File: config.mk
export PLATFORM = sky130hd
export DESIGN_NAME = majority_bist
export DESIGN_NICKNAME = d
export VERILOG_FILES = /design/src/rtl/majority_pkg.sv /design/src/rtl/majority_seq_ctrl.sv /design/src/rtl/majority_bist.sv
export SDC_FILE = /design/constraint.sdc
export NUM_CORES = 1
export LEC_CHECK = 0
export ABC_AREA = 1
export CAP_MARGIN = 25
export CORE_UTILIZATION = 55
export DETAILED_ROUTE_END_ITERATION = 8
export PLACE_DENSITY = 0.83
export REMOVE_ABC_BUFFERS = 1
export SYNTH_ARGS = -nofsm -noshare
export SYNTH_HDL_FRONTEND = slang
export SYNTH_SLANG_ARGS = --single-unit
export TNS_END_PERCENT = 5
File: constraint.sdc
create_clock -name clk -period 3.5 [get_ports clk]
set_input_delay 0.525 -clock clk [delete_from_list [all_inputs] [get_ports clk]]
set_output_delay 0.525 -clock clk [all_outputs]
set_load 0.02 [all_outputs]
File: src/rtl/majority_pkg.sv
// Shared definitions for the majority-voter BIST: controller state encoding,
// sweep size and the golden response of a 4-input majority voter.
package majority_pkg;

  typedef enum logic [2:0] {
    ST_IDLE   = 3'd0,
    ST_DRIVE  = 3'd1,
    ST_SETTLE = 3'd2,
    ST_CHECK  = 3'd3,
    ST_DONE   = 3'd4
  } state_t;

  localparam int VEC_COUNT = 16;
  localparam int VEC_W     = 4;
  localparam int ERR_W     = 5;

  // Golden voter response {R,T}: R when three or more inputs are high,
  // T on an exact 2-2 split (R is low in that case).
  function automatic logic [1:0] majority_expect(input logic [3:0] vec);
    logic [2:0] ones;
    ones = 3'(vec[0]) + 3'(vec[1]) + 3'(vec[2]) + 3'(vec[3]);
    majority_expect = {(ones >= 3'd3), (ones == 3'd2)};
  endfunction

endpackage

File: src/rtl/majority_seq_ctrl.sv
// Sweep sequencer: walks the 16 input vectors through DRIVE, SETTLE and
// CHECK phases, holding each vector stable while the voter settles.
module majority_seq_ctrl #(
  parameter int SETTLE_CYCLES = 2
) (
  input  logic       clk,
  input  logic       rst,
  input  logic       start,
  output logic [3:0] vec,
  output logic       check,
  output logic       start_acc,
  output logic       busy,
  output logic       done
);
  import majority_pkg::*;

  // Last value of the settle counter before moving on; unused when the
  // settle phase is skipped entirely.
  localparam logic [3:0] SETTLE_LAST = (SETTLE_CYCLES > 0) ? 4'(SETTLE_CYCLES - 1) : 4'd0;
  localparam logic [3:0] VEC_LAST    = 4'(VEC_COUNT - 1);
  localparam bit         HAS_SETTLE  = (SETTLE_CYCLES > 0);

  state_t     state_q, state_d;
  logic [3:0] vec_q, vec_d;
  logic [3:0] settle_q, settle_d;

  // A start request only counts while no sweep is running.
  assign start_acc = start && ((state_q == ST_IDLE) || (state_q == ST_DONE));

  // State, vector and settle counter registers.
  always_ff @(posedge clk or posedge rst) begin
    if (rst) begin
      state_q  <= ST_IDLE;
      vec_q    <= 4'd0;
      settle_q <= 4'd0;
    end else begin
      state_q  <= state_d;
      vec_q    <= vec_d;
      settle_q <= settle_d;
    end
  end

  // Next-state and counter update logic.
  always_comb begin
    state_d  = state_q;
    vec_d    = vec_q;
    settle_d = settle_q;
    case (state_q)
      ST_IDLE, ST_DONE: begin
        if (start) begin
          state_d  = ST_DRIVE;
          vec_d    = 4'd0;
          settle_d = 4'd0;
        end
      end
      ST_DRIVE: begin
        settle_d = 4'd0;
        state_d  = HAS_SETTLE ? ST_SETTLE : ST_CHECK;
      end
      ST_SETTLE: begin
        if (settle_q == SETTLE_LAST) begin
          settle_d = 4'd0;
          state_d  = ST_CHECK;
        end else begin
          settle_d = settle_q + 4'd1;
        end
      end
      ST_CHECK: begin
        if (vec_q == VEC_LAST) begin
          state_d = ST_DONE;
        end else begin
          vec_d   = vec_q + 4'd1;
          state_d = ST_DRIVE;
        end
      end
      default: begin
        state_d  = ST_IDLE;
        vec_d    = 4'd0;
        settle_d = 4'd0;
      end
    endcase
  end

  assign vec   = vec_q;
  assign check = (state_q == ST_CHECK);
  assign busy  = (state_q == ST_DRIVE) || (state_q == ST_SETTLE) || (state_q == ST_CHECK);
  assign done  = (state_q == ST_DONE);

endmodule

File: src/rtl/majority_bist.sv
// Built-in self test for a 4-input majority voter: sweeps all input vectors,
// compares the returned {R,T} with the golden response and records the
// mismatch count and the first failing vector.
module majority_bist #(
  parameter int SETTLE_CYCLES = 2
) (
  input  logic       clk,
  input  logic       rst,
  input  logic       start,
  output logic       A,
  output logic       B,
  output logic       C,
  output logic       D,
  input  logic       R,
  input  logic       T,
  output logic       busy,
  output logic       done,
  output logic       pass,
  output logic [4:0] err_count,
  output logic       fail_valid,
  output logic [3:0] fail_vec
);
  import majority_pkg::*;

  logic [3:0] vec;
  logic       check;
  logic       start_acc;
  logic [1:0] resp;
  logic [1:0] gold;
  logic       mismatch;

  logic [ERR_W-1:0] err_q;
  logic             fvalid_q;
  logic [VEC_W-1:0] fvec_q;

  // Counter that sticks at full scale instead of wrapping.
  function automatic logic [ERR_W-1:0] sat_inc(input logic [ERR_W-1:0] cnt);
    sat_inc = (cnt == {ERR_W{1'b1}}) ? cnt : cnt + 1'b1;
  endfunction

  majority_seq_ctrl #(
    .SETTLE_CYCLES(SETTLE_CYCLES)
  ) u_ctrl (
    .clk      (clk),
    .rst      (rst),
    .start    (start),
    .vec      (vec),
    .check    (check),
    .start_acc(start_acc),
    .busy     (busy),
    .done     (done)
  );

  assign {A, B, C, D} = vec;
  assign resp         = {R, T};
  assign gold         = majority_expect(vec);
  assign mismatch     = check && (resp != gold);

  // Result capture: cleared on every accepted start, updated on each CHECK.
  always_ff @(posedge clk or posedge rst) begin
    if (rst) begin
      err_q    <= '0;
      fvalid_q <= 1'b0;
      fvec_q   <= '0;
    end else if (start_acc) begin
      err_q    <= '0;
      fvalid_q <= 1'b0;
      fvec_q   <= '0;
    end else if (mismatch) begin
      err_q <= sat_inc(err_q);
      if (!fvalid_q) begin
        fvalid_q <= 1'b1;
        fvec_q   <= vec;
      end
    end
  end

  assign err_count  = err_q;
  assign fail_valid = fvalid_q;
  assign fail_vec   = fvec_q;
  assign pass       = done && (err_q == '0);

endmodule

After elaboration in Yosys (flattened, before gate mapping)
Cells that the tools add are included.
{ "totals": {"register_bits": 21, "ram_bits": 0, "out_inout_bits": 17, "inputBits": 5, "n_memories": 0, "mem_bits_ro": 0, "latchBits": 0} }
{ "classes": {"eq_ne": 14, "reduce_logical": 16, "n_mux": 17, "magnitude_cmp": 1, "shifts": 0, "n_mul": 0, "bitwise_logic": 2, "add_sub_neg": 6, "div_mod_pow": 0} }
{ "ops": {"columns": ["cell", "n"], "rows": [
  ["4-bit 2-to-1 mux", 6],
  ["4-bit one-hot mux with 3 select lines", 2],
  ["5-bit 2-to-1 mux", 3],
  ["3-bit one-hot mux with 4 select lines", 1],
  ["3-bit by 2-bit equality test with 1-bit output (second input constant)", 3],
  ["3-bit 2-to-1 mux", 3],
  ["4-bit by 1-bit adder with 4-bit output (second input constant)", 2],
  ["2-bit inequality test (second input constant)", 4],
  ["2-bit AND reduction", 4],
  ["5-bit by 1-bit adder with 5-bit output (second input constant)", 1],
  ["5-bit equality test (second input constant)", 1],
  ["5-bit logical NOT", 1],
  ["4-bit by 1-bit equality test with 1-bit output (second input constant)", 1],
  ["4-bit equality test (second input constant)", 1],
  ["2-bit OR reduction", 2],
  ["2-bit by 1-bit adder with 3-bit output", 1],
  ["3-bit by 1-bit adder with 3-bit output", 1],
  ["3-bit by 1-bit equality test with 1-bit output (second input constant)", 1],
  ["3-bit equality test (second input constant)", 1],
  ["3-bit by 2-bit >= comparator with 1-bit output (second input constant)", 1],
  ["1-bit logical AND", 3],
  ["3-bit logical NOT", 1],
  ["1-bit logical OR", 3],
  ["3-bit AND reduction", 1],
  ["other kinds (6)", 8]
]} }

Longest topological paths before layout
Gate-level depths: netlist of run 1.
{ "logic_depth": {"ltp_word": 8, "ltp_mapped": 13, "depth_no_buf": 13} }

Hierarchy
From an unflattened synthesis of run 1, not the netlist that was laid out.
{ "unflattened": {"hier_cells": 166, "hier_area_um2": 1295.0} }
{ "modules_own_cells": {"columns": ["mod", "instances", "cells_each", "area_per_inst_um2"], "rows": [
  ["majority_bist", 1, 83, 670.6],
  ["majority_seq_ctrl", 1, 83, 624.3]
]} }

Worst setup path after synthesis of run 1
No wires, ideal clock.
{ "synth_path": {"kind": "reg2reg", "startpoint": "register u_ctrl.vec_q[0] (netlist: u_ctrl.vec[0])", "endpoint": "register err_q[2] (netlist: err_count[2])", "n_path_buf": 0, "required_ns": 3.373, "path_slack_ns": 1.301, "t_arrival_ns": 2.072, "setup_ns": 0.127, "path_stages_with_launch": 13, "path_cell_list": "dfrtp_1 fa_1 ha_1 ha_1 nand2_1 nand2_1 nand2_1 nand2_1 inv_1 nand2_2 nand3_2 nand3_1 o21ai_0"} }
{ "synth_via": {"elab_chain_cells": 8, "word_cells_on_any_way": 9, "cone_classes": "add/sub (3); order compare (1); eq/ne (2); reduce/logical (3)"} }
{ "synth_rtl": {"columns": ["element", "line_no", "source"], "rows": [
  ["from (decl)", "majority_seq_ctrl.sv:24", "logic [3:0] vec_q, vec_d;"],
  ["from (signal assigned)", "majority_seq_ctrl.sv:38", "vec_q <= vec_d;"],
  ["1-bit by 1-bit adder with 2-bit output (*)", "majority_pkg.sv:21", "ones = 3'(vec[0]) + 3'(vec[1]) + 3'(vec[2]) + 3'(vec[3]);"],
  ["2-bit by 1-bit adder with 3-bit output (*)", "majority_pkg.sv:21", null],
  ["3-bit by 1-bit adder with 3-bit output (*)", "majority_pkg.sv:21", null],
  ["3-bit by 2-bit >= comparator with 1-bit output / 3-bit by 2-bit equality test with 1-bit output (equally long branches)", "majority_pkg.sv:22", "majority_expect = {(ones >= 3'd3), (ones == 3'd2)};"],
  ["2-bit inequality test (*)", "majority_bist.sv:57", "assign mismatch = check && (resp != gold);"],
  ["1-bit logical AND (*)", "majority_bist.sv:57", null],
  ["2-bit nonzero test (no source line) (*)", null, null],
  ["2-bit AND reduction (no source line) (*)", null, null],
  ["to (signal assigned)", "majority_bist.sv:70", "err_q <= sat_inc(err_q);"],
  ["to (decl)", "majority_bist.sv:32", "logic [ERR_W-1:0] err_q;"]
]} }
Every way passes the cells marked *; elsewhere a longest branch is shown, timed or not.
A chain may end at the register's enable or synchronous reset.

Worst setup path in the final report of run 1
{ "layout_path": {"startpoint": "register u_ctrl.state_q[1]", "endpoint": "output port pass"} }
{ "layout_via": {"elab_chain_cells": 2} }
{ "layout_rtl": {"columns": ["element", "line_no", "source"], "rows": [
  ["from (decl)", "majority_seq_ctrl.sv:23", "state_t state_q, state_d;"],
  ["from (signal assigned)", "majority_seq_ctrl.sv:37", "state_q <= state_d;"],
  ["3-bit equality test", "majority_seq_ctrl.sv:87", "assign done = (state_q == ST_DONE);"],
  ["1-bit logical AND", "majority_bist.sv:81", "assign pass = done && (err_q == '0);"],
  ["to (decl)", "majority_bist.sv:18", "output logic pass,"]
]} }
No other way between the ends.

==> metrics.txt, run 1 <==
Wirelength per Cell=12.6 µm; most used cell, CP=nor2_1; share of cells above drive strength 1=11.4%; Detail Route Antenna Nets=0; # H-tree levels=1; Main synth FF type=dfrtp_1; largest area contributor in the netlist=dfrtp_1; Cell Area, Synth=1250 µm²; Avg Cell Area, Syn=8.28 µm²; Post-CTS Setup Repair Bufs=0; drt drc=0; Critical Path Start Type=flop; CP Class=reg2out; Final Critical Period=2580 ps; CP arrival=2050 ps; drt pass-1 iters=4; proportion of synthesized area in mux cells=0%; Clock Sinks=21; P&R area growth vs syn=21.2%; hpwl dp=1850 µm; worst reg2reg path startpoint=u_ctrl.vec[3]; synthesis-stage register bit count=21; top cells by area, synth=dfrtp_1 42%, nand2_1 8.4%, ha_1 8.0%; post-cts sizing count=0; Crit-path slowest cell=clkdlybuf4s50_1; Synth Warn #=0; Power Dens Cells=758 nW/µm²; Antenna Cells=0; crit share post-route=73.6%; Fillers=166; post-route setup slack=923 ps; Final nets=190; IO Pins=22; crit end category=output pin; Peak supply drop=0.000454 V; HP Start=u_ctrl.settle_q[0]; core box area=2040 µm²; Synth Area in Simple Gates=26.5%; Tot GR Track Use=23.2%; clock-pin slew on the worst setup and hold paths=120 ps; number of global-route vias before repair=1068; worst slew pin tran=807 ps; Leakage=0.765 nW; vias per cell=5.17; TritonCTS clock tree=yes; CTS Hold Bufs=0; gpl congestion=0.824; worst rel slew slack=46.1%; xor/xnor share of the synthesized area=3.50%; Synth top area share=42.0%; die area=2470 µm²; num rows=16; largest net degree at the start of global routing=22; fin. max-slew vios=0; unrepaired setup endpoints after global routing=no; Post-Place Setup Slack=1170 ps; HP Class=reg2reg; status=finished, final reports clean; CP Launch Point=u_ctrl.state_q[1]; register area share after synthesis=42.0%; Post-Syn Instances=151; Port Buffers=21; CP max FO=4; ys async rst share=100%; worst skew pair latency=300 ps; CTS root buf=clkbuf_4; WP data required=2970 ps; most frequent cells in the layout=28 x nand2_1, 23 x inv_1, 21 x dfrtp_1, 21 x clkdlybuf4s50_1, 16 x nand3_1; die width=49.7 µm; die height=49.7 µm; Clock Tree Buf Depth=2; first-pass GRT wire length=4440 µm; Adder-Cell Fraction of Synth Area=9.61%; Compound-Gate Fraction of Synth Area=10.0%; Congestion Overflow GR=0; commonest non-fill, non-tap cell in the layout=nand2_1; EDFF count, synth=0; Initial Util=61.2%; Setup violations, final=0; Core Util, Final=74.2%; Netlist cell types=27; Fin Setup TNS=0 ps; via count=1045; critical-path cell list=nor2_1 > inv_2 > nor2_1 > nand3b_1 > nor3_1 > clkdlybuf4s50_1; antenna violations before repair=0; 1st-iter DRT viols=11; total CTS buffers=3; worst clock skew=12.4 ps; Achievable Freq=388 MHz; endpoints failing hold=0; Routed WL=2540 µm; slowest stage delay, CP=630 ps; max_cap viols=0; largest family of logic cells by synthesized area=simple AND/OR/NAND/NOR gates
[synth_stat cells (3+ instances only)]
cell type,count
a21oi_1,4
dfrtp_1,21
ha_1,8
inv_1,23
nand2_1,28
nand3_1,16
nor2_1,14
nor2_2,3
o21ai_0,7
o22ai_1,3
xor2_1,4
[final timing paths]
check | to | slack [ps] | cells past startpoint
max | pass | 920 | 6
min | u_ctrl.settle_q[0] | 540 | 1
max reg2reg | err_count[0] | 1070 | 13
min reg2reg | u_ctrl.settle_q[0] | 540 | 1
max in group asynchronous | err_count[0] | 2330 | 2
min in group asynchronous | u_ctrl.state_q[0] | 660 | 2
[sequential cells by signal (all words and copies together), names as in the netlist]
name / flops
fail_valid: 1
fail_vec: 4
u_ctrl.vec: 4
u_ctrl.settle_q: 4
err_count: 5
u_ctrl.state_q: 3
[through the flow]
step	hold slack [ps]	cell area [µm²]	power (mW)	instances
floorplan	492	1240	0.827	150
global placement	514	1490	1.01	198
detailed placement	529	1490	1.04	198
CTS	545	1520	1.16	202
global route	585	1520	1.25	202
finish	540	1520	1.15	202
[critical path: cells and delay by family, from the launching register on]
| kind | cells | cell delay, ps |
|---|---|---|
| and+or+nand+nor | 4 | 590 |
| DFF | 1 | 460 |
| buffers and inverters | 2 | 700 |
[cell type report]
class	count	area (µm²)	area share (%)
multi-input cells	103	621	41.0
inverters	26	98.8	6.52
clock buffers	4	26.3	1.73
flip-flops and latches	21	526	34.7
repair buffers	21	210	13.9
well taps	27	33.8	2.23
[cell families (layout without fill, tap and decap cells)]
family	count (synthesis)	count (layout)
and+or+nand+nor	70	70
buffers and inverters	27	51
DFF	21	21
AOI/OAI and AO/OA	19	19
adders and majority gates	9	9
xor gates and xnor gates	5	5
[where the power goes]
part	switching (mW)	internal, mW	total (mW)
combinational	0.370	0.256	0.626
clock	0.0733	0.0444	0.118
sequential	0.0869	0.319	0.405
[metal layers]
layer	GRT usage (%)	vias up	part of all wire (%)
li1	-	532	-
met1	28.9	487	46
met2	41.7	22	49
met3	3.09	4	3.9
met4	6.19	0	0.75
met5	0	-	0
(Power assumes the default switching activity.)
==> run 2, diff against run 1 <==
Settings changed: CORE_UTILIZATION 55 to 51, PLACE_DENSITY 0.83 to 0.78.
Clock period 3.5 ns to 2.55 ns, I/O delays scaled along.
==> run 2 against run 1 <==
Final cell count increased by 0.99%. Wire length decreased by 3.2%. Sequential share of layout area decreased by 0.28 points. Die area increased by 7.5%. Core utilization decreased by 6.4 points. First-iteration DRC count increased by 64%. Clock power increased by 42%. Via count increased by 0.38%. Combinational power increased by 41%. Non-clock buffer count increased by 1. Critical endpoint is now err_count[0].
==> metrics.txt, run 2 (same netlist as run 1, synthesis figures left out) <==
worst skew pair latency=310 ps; Detail Route Antenna Nets=0; drt drc=0; crit end category=flop; cell depth of the worst flop-to-flop path=13; core box area=2250 µm²; Area after DPL=1500 µm²; gpl congestion=0.765; reg-to-reg slack, setup=230 ps; fin area=1530 µm²; worst slew pin tran=808 ps; CP arrival=2580 ps; Achievable Freq=431 MHz; post-cts sizing count=0; Wirelength per Cell=12.1 µm; Final nets=191; post-route setup slack=231 ps; TritonCTS clock tree=yes; RR Endpoint=err_count[0]; number of global-route vias before repair=979; area used by multi-input combinational logic=621 µm²; vias per cell=5.14; Largest register FFs=5; clock-pin slew on the worst setup and hold paths=120 ps; antenna violations before repair=0; CTS root buf=clkbuf_4; Clock Sinks=21; total CTS buffers=3; num rows=17; 1st-iter DRT viols=18; P&R area growth vs syn=22.2%; most frequent cells in the layout=28 x nand2_1, 23 x inv_1, 21 x dfrtp_1, 20 x clkdlybuf4s50_1, 16 x nand3_1; met1 Usage GRT=28.3%; status=finished, final reports clean; Fillers=202; CP Class=reg2reg; largest net degree at the start of global routing=22; first-pass GRT wire length=4280 µm; Antenna Cells=0; Tot GR Track Use=21.9%; Initial Util=55.4%; max_cap viols=0; Peak supply drop=0.000635 V; Post-Place Setup Slack=242 ps; IO Pins=22; commonest non-fill, non-tap cell in the layout=nand2_1; die width=51.5 µm; Clock Tree Buf Depth=2; WP data required=2810 ps; endpoints failing hold=0; grt met2 use=37.2%; Critical Path Start Type=flop; unrepaired setup endpoints after global routing=no; worst reg2reg path startpoint=u_ctrl.vec[3]; Congestion Overflow GR=0; Final Critical Period=2320 ps; Power Dens Cells=1040 nW/µm²; # H-tree levels=1; hpwl dp=1870 µm; CTS Hold Bufs=0; Setup violations, final=0; Routed WL=2460 µm; crit share post-route=90.9%; Post-CTS Setup Repair Bufs=0; die height=51.5 µm; fin. max-slew vios=0; drt pass-1 iters=4; die area=2650 µm²; Leakage=0.792 nW; Port Buffers=21; worst rel slew slack=46.1%; Fin Setup TNS=0 ps; via count=1049; CP max FO=6; met3 Use GR=2.92%; HP Class=in2async; worst clock skew=1.62 ps; Hold WS=508 ps; share of cells above drive strength 1=12.5%; sequential cell area=526 µm²; GR peak layer=met2
run 2: cell count changes in the layout (fill, tap and decap cells not counted):
cell and change:
clkbuf_1 -1, dlymetal6s2s_1 +1, clkdlybuf4s50_1 -1, clkinv_2 +1, buf_4 +1
run 2: metrics by stage:
| step | std cells | power, mW | util (%) |
|---|---|---|---|
| after floorplan | 150 | 1.14 | - |
| after global placement | 200 | 1.41 | 66.4 |
| after detailed placement | 200 | 1.43 | 66.4 |
| after CTS | 204 | 1.61 | 67.6 |
| after global routing | 204 | 1.73 | 67.8 |
| final | 204 | 1.59 | 67.8 |
run 2: area by class of cell:
class | count | share of cell area, %
well taps | 28 | 2.29
clock buffers | 3 | 1.47
clock inverters | 1 | 0.328
flip-flops and latches | 21 | 34.4
inverters | 26 | 6.47
multi-input cells | 103 | 40.6
repair buffers | 22 | 14.4
run 2: layer usage:
| layer | up-vias | share of wire, % |
|---|---|---|
| li1 | 537 | - |
| met2 | 15 | 49 |
| met3 | 5 | 3.2 |
| met4 | 0 | 1.5 |
| met5 | - | 0 |
| met1 | 492 | 46 |
run 2: how the worst max path moves through the flow:
stage                            from      endpoint  slack, ps  cells after the start
floorplan               u_ctrl.vec[0]  err_count[2]        350                     12
global placement        u_ctrl.vec[3]  err_count[2]        340                     12
detailed placement      u_ctrl.vec[3]  err_count[0]        240                     13
CTS                 u_ctrl.state_q[0]          pass        100                      6
global route            u_ctrl.vec[3]  err_count[2]         60                     12
finish                  u_ctrl.vec[3]  err_count[0]        230                     13
run 2: where the power goes:
part	switching (mW)	leakage, nW	internal (mW)
logic	0.520	0.500	0.360
clock network	0.109	0.0177	0.0587
registers	0.105	0.274	0.437
run 2: critical path: stages, from the launching register on:
cell and delay [ps]:
dfrtp_1 480, fa_1 500, ha_1 200, ha_1 310, nand2_1 80, nand2_1 70, nand2_1 50, nand2_1 50
inv_1 40, nand2_2 90, nand2_1 90, nor2_2 140, nand3_1 90, nand2_1 80
